--- config.mk ---
export PLATFORM = sky130hd
export DESIGN_NAME = seven_segment_decoder
export DESIGN_NICKNAME = d
export VERILOG_FILES = /design/src/rtl/seven_segment_decoder.sv
export SDC_FILE = /design/constraint.sdc
export NUM_CORES = 1
export LEC_CHECK = 0
export BUFFER_PORTS_ARGS = -buffer_cell sky130_fd_sc_hd__buf_2
export CORE_MARGIN = 2
export CORE_UTILIZATION = 51
export CTS_CLUSTER_DIAMETER = 50
export DETAILED_ROUTE_END_ITERATION = 10
export PLACE_DENSITY = 0.76
export REMOVE_ABC_BUFFERS = 1
export SYNTH_ARGS = -nofsm -noshare
export SYNTH_HDL_FRONTEND = slang
export SYNTH_SLANG_ARGS = --single-unit
--- constraint.sdc ---
create_clock -name CLOCK -period 2.8 [get_ports CLOCK]
set_clock_uncertainty 0.2 [all_clocks]
set_input_delay 0.14 -clock CLOCK [delete_from_list [all_inputs] [get_ports CLOCK]]
set_output_delay 0.14 -clock CLOCK [all_outputs]
set_load 0.02 [all_outputs]
--- src/rtl/seven_segment_decoder.sv ---
// Deglitches an 8-bit segment bus and decodes each newly stable glyph to BCD, checking digit/dp sequencing.
// Latency: results appear STABLE_CYCLES edges after seg_in settles. There is no backpressure; results are one-cycle pulses.
module seven_segment_decoder #(
    parameter int STABLE_CYCLES = 4,
    parameter bit CHECK_SEQ     = 1'b1,
    parameter int CNT_W         = 16
) (
    input  logic             CLOCK,
    input  logic             RESET,
    input  logic [7:0]       seg_in,
    output logic [3:0]       digit_out,
    output logic             digit_valid,
    output logic             pattern_err,
    output logic             seq_err,
    output logic             dp_err,
    output logic [CNT_W-1:0] digit_count,
    output logic [7:0]       err_count
);

    localparam int RUN_W = (STABLE_CYCLES < 2) ? 1 : $clog2(STABLE_CYCLES + 1);
    localparam logic [RUN_W-1:0] RUN_MAX = RUN_W'(STABLE_CYCLES);
    localparam logic [RUN_W-1:0] RUN_ONE = RUN_W'(1);

    logic [7:0]       sample_q;
    logic [RUN_W-1:0] run_cnt;
    logic [RUN_W-1:0] run_next;
    logic             restart;
    logic             accept_now;
    logic             accept_q;
    logic [7:0]       glyph_q;
    logic [3:0]       prev_code;
    logic             prev_dp;
    logic             have_prev;

    logic [3:0]       code;
    logic [3:0]       expect_code;
    logic             code_legal;
    logic             seq_hit;
    logic             dp_hit;
    logic             pat_hit;

    function automatic logic [3:0] decode(input logic [6:0] segs);
        logic [3:0] c;
        case (segs)
            7'h3F:   c = 4'd0;
            7'h06:   c = 4'd1;
            7'h5B:   c = 4'd2;
            7'h4F:   c = 4'd3;
            7'h66:   c = 4'd4;
            7'h6D:   c = 4'd5;
            7'h7D:   c = 4'd6;
            7'h07:   c = 4'd7;
            7'h7F:   c = 4'd8;
            7'h6F:   c = 4'd9;
            7'h79:   c = 4'hE;
            default: c = 4'hF;
        endcase
        return c;
    endfunction

    // A run fires only on the edge it reaches RUN_MAX, so a held glyph is accepted once.
    always_comb begin
        restart    = (seg_in != sample_q);
        run_next   = run_cnt;
        accept_now = 1'b0;
        if (restart) begin
            run_next = RUN_ONE;
        end else if (run_cnt != RUN_MAX) begin
            run_next = run_cnt + RUN_ONE;
        end
        accept_now = (run_next == RUN_MAX) && (restart || (run_cnt != RUN_MAX));
    end

    always_comb begin
        code        = decode(glyph_q[6:0]);
        code_legal  = (code <= 4'd9);
        expect_code = (prev_code == 4'd9) ? 4'd0 : prev_code + 4'd1;
        pat_hit     = (code == 4'hF);
        seq_hit     = CHECK_SEQ && have_prev && (prev_code <= 4'd9) && code_legal &&
                      (code != expect_code);
        dp_hit      = have_prev && (glyph_q[7] == prev_dp);
    end

    always_ff @(posedge CLOCK) begin
        if (RESET) begin
            sample_q    <= 8'h00;
            run_cnt     <= '0;
            accept_q    <= 1'b0;
            glyph_q     <= 8'h00;
            prev_code   <= 4'd0;
            prev_dp     <= 1'b0;
            have_prev   <= 1'b0;
            digit_out   <= 4'd0;
            digit_valid <= 1'b0;
            pattern_err <= 1'b0;
            seq_err     <= 1'b0;
            dp_err      <= 1'b0;
            digit_count <= '0;
            err_count   <= 8'd0;
        end else begin
            sample_q    <= seg_in;
            run_cnt     <= run_next;
            accept_q    <= accept_now;
            digit_valid <= 1'b0;
            pattern_err <= 1'b0;
            seq_err     <= 1'b0;
            dp_err      <= 1'b0;
            if (accept_now) begin
                glyph_q <= seg_in;
            end
            if (accept_q) begin
                digit_out   <= code;
                digit_valid <= 1'b1;
                pattern_err <= pat_hit;
                seq_err     <= seq_hit;
                dp_err      <= dp_hit;
                prev_code   <= code;
                prev_dp     <= glyph_q[7];
                have_prev   <= 1'b1;
                if (code_legal && (digit_count != {CNT_W{1'b1}})) begin
                    digit_count <= digit_count + 1'b1;
                end
                if ((pat_hit || seq_hit || dp_hit) && (err_count != 8'hFF)) begin
                    err_count <= err_count + 8'd1;
                end
            end
        end
    end

endmodule

==> results by group, run 1 <==
Synth
  • Post-Syn Instances: 310
  • Post-Syn Area: approximately 0.0028 sq mm
  • Async SR Flop Fraction: 0%
  • Yosys top cell area share: 39.24%
  • Multiplexer share of the synthesized area: roughly 4.7%
  • Post-synthesis cell type count: 56
  • Synth area leader: dfxtp_1
  • Register bit total from synthesis: 54
  • Adder-cell share of the synthesized area: under 10%
  • Synth area leaders: dfxtp_1 (39%), xnor2_1 (6.4%), nor2_1 (4.9%), mux2i_1 (4.7%), nand3_1 (3.8%)
  • Synth Area in Simple Gates: 31.02%
  • Post-Syn Area per Cell: 8.888 sq um
  • Ys Warns: 0
  • EDFF count, synth: 0
  • Sequential area share after synthesis: 39.24%
  • Largest family of logic cells by synthesized area: simple AND/OR/NAND/NOR gates
  • Post-synthesis xor/xnor area fraction: 8.583%
  • Compound-gate portion of the synthesized area: between 10% and 20%
  • Primary FF master, synth: dfxtp_1

STA
  • Slew Limit Headroom: a little under two fifths
  • Worst slew pin tran: 930.5 ps
  • Setup Viol. Count Final: 0
  • RSZ-0062 raised after global routing: false
  • Fmax: 372.8 MHz
  • Max-slew violations: 0
  • Final Hold Violating Endpoints: 0
  • Post-route clock period utilization: 95.79%
  • Fin crit period: ~2700 ps

Die
  • Initial Util: between 50 and 60%
  • Die Area: 0.006006 sq mm
  • Row count: 26
  • Core area: 0.005172 sq mm
  • Top Ports: 42
  • Chip height: 77.50 um
  • Chip width: around 78 um

Hold path
  • Hold WC Path Type: in2reg

Critical path
  • Critical path required time: approximately 2800 ps
  • Worst Path Arrival: 2720 ps
  • Worst setup SP type: flop
  • CP Capture Type: flop
  • Crit path max fanout: 9
  • Critical path class: reg2reg

Final layout
  • Most common cell after layout, fill and taps aside: dfxtp_1
  • Final nets: roughly 380
  • Final Cell Area: 0.003343 sq mm
  • Layout cell share with drive strength beyond 1: between 20% and 30%
  • Syn-to-layout area delta: 21.34%
  • Final Non-Filler Cells: 440
  • Fill cells: 421
  • Commonest cells after routing, fill and taps aside: dfxtp_1 (47), buf_2 (41), nor2_1 (36)
  • Final core utilization: 64.63%
  • N_diodes: 0

Power and ir drop
  • PwrDens: 382.1 mW/mm^2
  • LEAKAGE: ~1.3 nW
  • Cell internal pwr: 0.0009988 W
  • Clock power frac: 35.1%
  • P_sw: 0.0002786 W
  • Max rail drop VDD: roughly 340 uV
  • Sw frac: 21.81%
  • Sequential share of power: 60.9%
  • Tot Pwr: 0.001277 W
  • Comb power frac: 4.0%

Job
  • Max cap viols: 0

Global route
  • Largest net degree at the start of global routing: 52
  • Grt ovf: 0
  • Number of antenna violations at the first check in global routing: 0
  • Vias in the first global route: 2,175
  • Total track usage: 19.46%
  • First-pass GRT wire length: about 9700 um

Clock tree
  • Clk pin slew, worst setup/hold paths: around 100 ps
  • CTS tree: done
  • Bufs on Longest Clock Path: 2
  • Clk Latency, worst-skew pair: 310 ps
  • Clock Root Buffer: clkbuf_8
  • Clock Sinks: 54
  • H-tree depth: 2
  • Cts bufs inserted: 5

Route
  • Vias after detailed routing: 2,437
  • Antenna-violating nets left: 0
  • 1st-pass router iterations: 4
  • Drt wl/cell: 13.69 um
  • Vias/cell: around 5.5
  • Final routed DRC violation total: 0
  • Initial detailed-routing violation count: 136
  • DRT Wirelength: about 6000 um

Placed design
  • Hpwl dp: 3996 um
  • # port buffers: 41
  • RD Place Congestion: about 0.84
  • Placed Area: 0.003057 sq mm
  • Placed cells: 417

Outcome
  • Status: complete, no violations
[state kept, by name, summed over array words and instances, names as in the netlist, 3 cells and up]
name,flops
err_count,8
digit_count,16
run_cnt,3
sample_q,8
prev_code,4
glyph_q,8
[timing repair]
action,CTS,global route
setup endpoints to repair,8,10
buffers inserted,1,5
gates cloned,0,1
hold endpoints to repair,16,0
pin swaps,1,3
hold buffers,8,0
resized for setup,2,18
[critical path, cell delays in order, from the launching register on]
cell and delay [ps]:
dfxtp_2 380, or3b_4 400, o22a_4 220, a2111oi_2 370
a2111o_1 190, nor4_4 70, buf_6 140, or4_1 490
a21oi_1 150
[cell families after synthesis]
family          count (synthesis)
simple gates                  148
compound gates                 42
buf+inv                        22
fa+ha+maj                       4
xor+xnor                       27
flops                          54
mux                            13
[through the flow]
step,hold slack (ps),setup WS (ps),setup TNS (ps)
global route,304.5,3.140,0
finish,251.1,117.8,0
global placement,192.8,68.73,0
detailed placement,202.8,-52.55,-232.5
CTS,248.1,11.93,0
floorplan,2.445,9.963,0
[cells in the mapped netlist (2+ instances only)]
master    number
xor2_1         7
and3_1         8
ha_1           4
nor2_1        36
nand2b_1       6
a21oi_1       11
xnor2_1       20
nand3_1       21
o21ai_0        4
inv_1          6
nand4_1       11
buf_2          4
buf_6          2
o21ai_1        2
nand2_1       14
and4b_1        2
dfxtp_1       54
and4_1         2
nor4_1         9
a21oi_2        2
a311oi_1       2
o31ai_1        6
nor2b_1       11
or4_1          6
nand4b_1       2
clkbuf_1       9
a31oi_1        2
nor3_1         3
o21a_1         2
nor4b_1        2
mux2i_1       13
and2_1         3
[layer usage]
metal | GRT usage, % | up-vias | wire, um
met2 | 31.57 | 53 | 2838
met4 | 5.536 | 0 | 46
li1 | - | 1237 | -
met3 | 2.791 | 6 | 186
met5 | 0 | - | 0
met1 | 27.01 | 1141 | 2951
[final timing paths]
check | from | to | slack (ps) | cells past startpoint
setup / recovery | glyph_q[2] | err_count[3] | 120 | 8
hold / removal | RESET | digit_count[6] | 250 | 2
setup reg to reg | glyph_q[2] | err_count[3] | 120 | 8
hold reg to reg | err_count[6] | err_count[6] | 300 | 2
[power by group through the flow]
| stage | combinational [W] | sequential, W | clock [W] |
|---|---|---|---|
| after floorplan | 0.0000186 | 0.000795 | 0 |
| after global placement | 0.0000414 | 0.000796 | 0 |
| after detailed placement | 0.0000422 | 0.000796 | 0 |
| after CTS | 0.0000508 | 0.000778 | 0.000464 |
| after global routing | 0.0000565 | 0.000779 | 0.000492 |
| final | 0.0000508 | 0.000778 | 0.000449 |
[cell type report]
class	instances	area, sq um	share of cell area [%]
clock inverter	2	12.51	0.3743
multi-input combinational	234	1613	48.24
clock buffer	6	82.58	2.470
timing repair buffer	68	435.4	13.02
inverter	6	22.52	0.6737
tap	70	87.58	2.620
sequential	54	1090	32.60
No activity file was read; power rests on OpenSTA's default activity.
==> run 2: changes to the inputs <==
--- a/config.mk
+++ b/config.mk
@@ -10,7 +10,7 @@
 export CORE_UTILIZATION = 51
 export CTS_CLUSTER_DIAMETER = 50
 export DETAILED_ROUTE_END_ITERATION = 10
-export PLACE_DENSITY = 0.76
+export PLACE_DENSITY_LB_ADDON = 0.08
 export REMOVE_ABC_BUFFERS = 1
 export SYNTH_ARGS = -nofsm -noshare
 export SYNTH_HDL_FRONTEND = slang
==> results by group, run 2 (same netlist as run 1, synthesis figures left out) <==
Clock tree
  • H-tree depth: 2
  • Clock Sinks: between 50 and 60
  • Cts bufs inserted: 5
  • Clk pin slew, worst setup/hold paths: 100 ps
  • Clk Latency, worst-skew pair: 300 ps
  • Bufs on Longest Clock Path: 2
  • CTS tree: done
  • Clock Root Buffer: clkbuf_8

Critical path
  • Crit Reg-Reg Startpoint: glyph_q[1]
  • Critical path required time: approximately 2800 ps
  • Worst setup startpoint: glyph_q[1]
  • Critical path class: reg2reg
  • Reg-to-reg slack, setup: 50 ps
  • Worst setup SP type: flop
  • R2R cell count: 8
  • Crit path max fanout: 16
  • Worst Path Arrival: 2770 ps
  • CP Capture Type: flop
  • Worst Setup EP: err_count[4]
  • R2r endpoint: err_count[4]

Global route
  • Met1 usage: 27.60%
  • Vias in the first global route: 2,242
  • Met3 GRT Util: 3.837%
  • Busiest grt layer: met2
  • Largest net degree at the start of global routing: 52
  • Grt ovf: 0
  • First-pass GRT wire length: 10,170 um
  • Number of antenna violations at the first check in global routing: 0
  • Met2 Resource Use GR: roughly 32%
  • Total track usage: between 20% and 30%

Die
  • Die Area: 0.006006 sq mm
  • Row count: 26
  • Chip height: 77.50 um
  • Chip width: 77.50 um
  • Initial Util: 53.27%
  • Core area: 0.005172 sq mm
  • Top Ports: 42

Outcome
  • Status: complete, no violations

Power and ir drop
  • LEAKAGE: approximately 1.2 nW
  • Tot Pwr: 0.001343 W
  • Max rail drop VDD: 391.7 uV
  • PwrDens: between 400 and 500 mW/mm^2

Placed design
  • RD Place Congestion: just over 0.9
  • # port buffers: 41
  • Hpwl dp: 3905 um
  • Placed Area: 0.003069 sq mm

Final layout
  • Syn-to-layout area delta: 21.44%
  • Final nets: between 300 and 400
  • Commonest cells after routing, fill and taps aside: dfxtp_1 (46), buf_2 (41), nor2_1 (36)
  • Layout cell share with drive strength beyond 1: around a quarter
  • Most common cell after layout, fill and taps aside: dfxtp_1
  • Final Cell Area: 0.003346 sq mm
  • Max FFs per register: 16
  • Most flops, register: digit_count
  • N_diodes: 0

STA
  • Fin crit period: 2745 ps
  • Post-route clock period utilization: 98.04%
  • Final Hold Violating Endpoints: 0
  • Max-slew violations: 0
  • Slew Limit Headroom: 36.28%
  • Worst slew pin tran: between 900 and 1000 ps
  • Setup Viol. Count Final: 0
  • Fmax: 364.3 MHz

Route
  • Final routed DRC violation total: 0
  • DRT Wirelength: 5990 um
  • Initial detailed-routing violation count: a little over 80
  • Vias/cell: 5.628
  • Antenna-violating nets left: 0
  • Drt wl/cell: 13.77 um
  • 1st-pass router iterations: 7
  • Vias after detailed routing: between 2,000 and 2,500

Hold path
  • Hold WC Path Type: in2reg

Job
  • Max cap viols: 0
## run 2: cell types whose count changed in the layout (fill, tap and decap cells not counted), sizes merged
cell and delta:
buf -5, clkinv -1, bufinv +1
## run 2: power breakdown
group	total (W)	internal (W)	switching, W	leakage, nW
Combinational	0.0000517	0.0000254	0.0000263	0.757
Clock	0.000514	0.000267	0.000247	0.0514
Sequential	0.000777	0.000773	0.00000339	0.442
## run 2: through the flow
stage | hold WS (ps) | util (%) | setup slack, ps | TNS (ps) | instances
2_1_floorplan | 2.445 | - | 9.963 | 0 | 294
3_3_place_gp | 195.0 | 59.34 | 77.87 | 0 | 417
3_5_place_dp | 198.7 | 59.34 | 14.61 | 0 | 417
4_1_cts | 262.8 | 63.11 | 10.78 | 0 | 433
5_1_grt | 314.0 | 64.68 | -38.13 | -194.1 | 435
6_report | 251.2 | 64.68 | 54.76 | 0 | 435
## run 2: critical path: stages, from the launching register on
cell and delay, ps:
dfxtp_4 380, or3b_4 410, o22a_4 230, a2111oi_4 370, a2111o_1 220, nor4_4 70, buf_12 150, or4_1 490
a21oi_1 150
## run 2: final cells by class
type | instances | area (sq um)
timing repair buffer | 63 | 402.9
multi-input combinational | 234 | 1629
sequential | 54 | 1094
fill | 439 | 1827
inverter | 6 | 22.52
clock inverter | 2 | 37.54
tap | 70 | 87.58
clock buffer | 6 | 72.57
## run 2: repair_timing
action,in CTS,in global routing
hold buffers,8,0
gates resized for setup,2,20
pin swaps,0,4
hold endpoints to repair,16,0
buffers inserted,0,2
endpoints found under the setup margin,5,9
## run 2: how the worst min path moves through the flow
stage,end,depth (start not counted),startpoint,slack (ps)
floorplan,err_count[0],1,RESET,2
global placement,sample_q[6],2,seg_in[6],200
detailed placement,sample_q[6],2,seg_in[6],200
CTS,glyph_q[0],2,RESET,260
global route,digit_count[15],2,RESET,310
finish,glyph_q[0],2,RESET,250
## run 2: per-layer routing
| metal | routed length [um] | vias to the layer above |
|---|---|---|
| li1 | - | 1225 |
| met4 | 102 | 0 |
| met1 | 2839 | 1141 |
| met3 | 230 | 11 |
| met2 | 2818 | 71 |
| met5 | 0 | - |
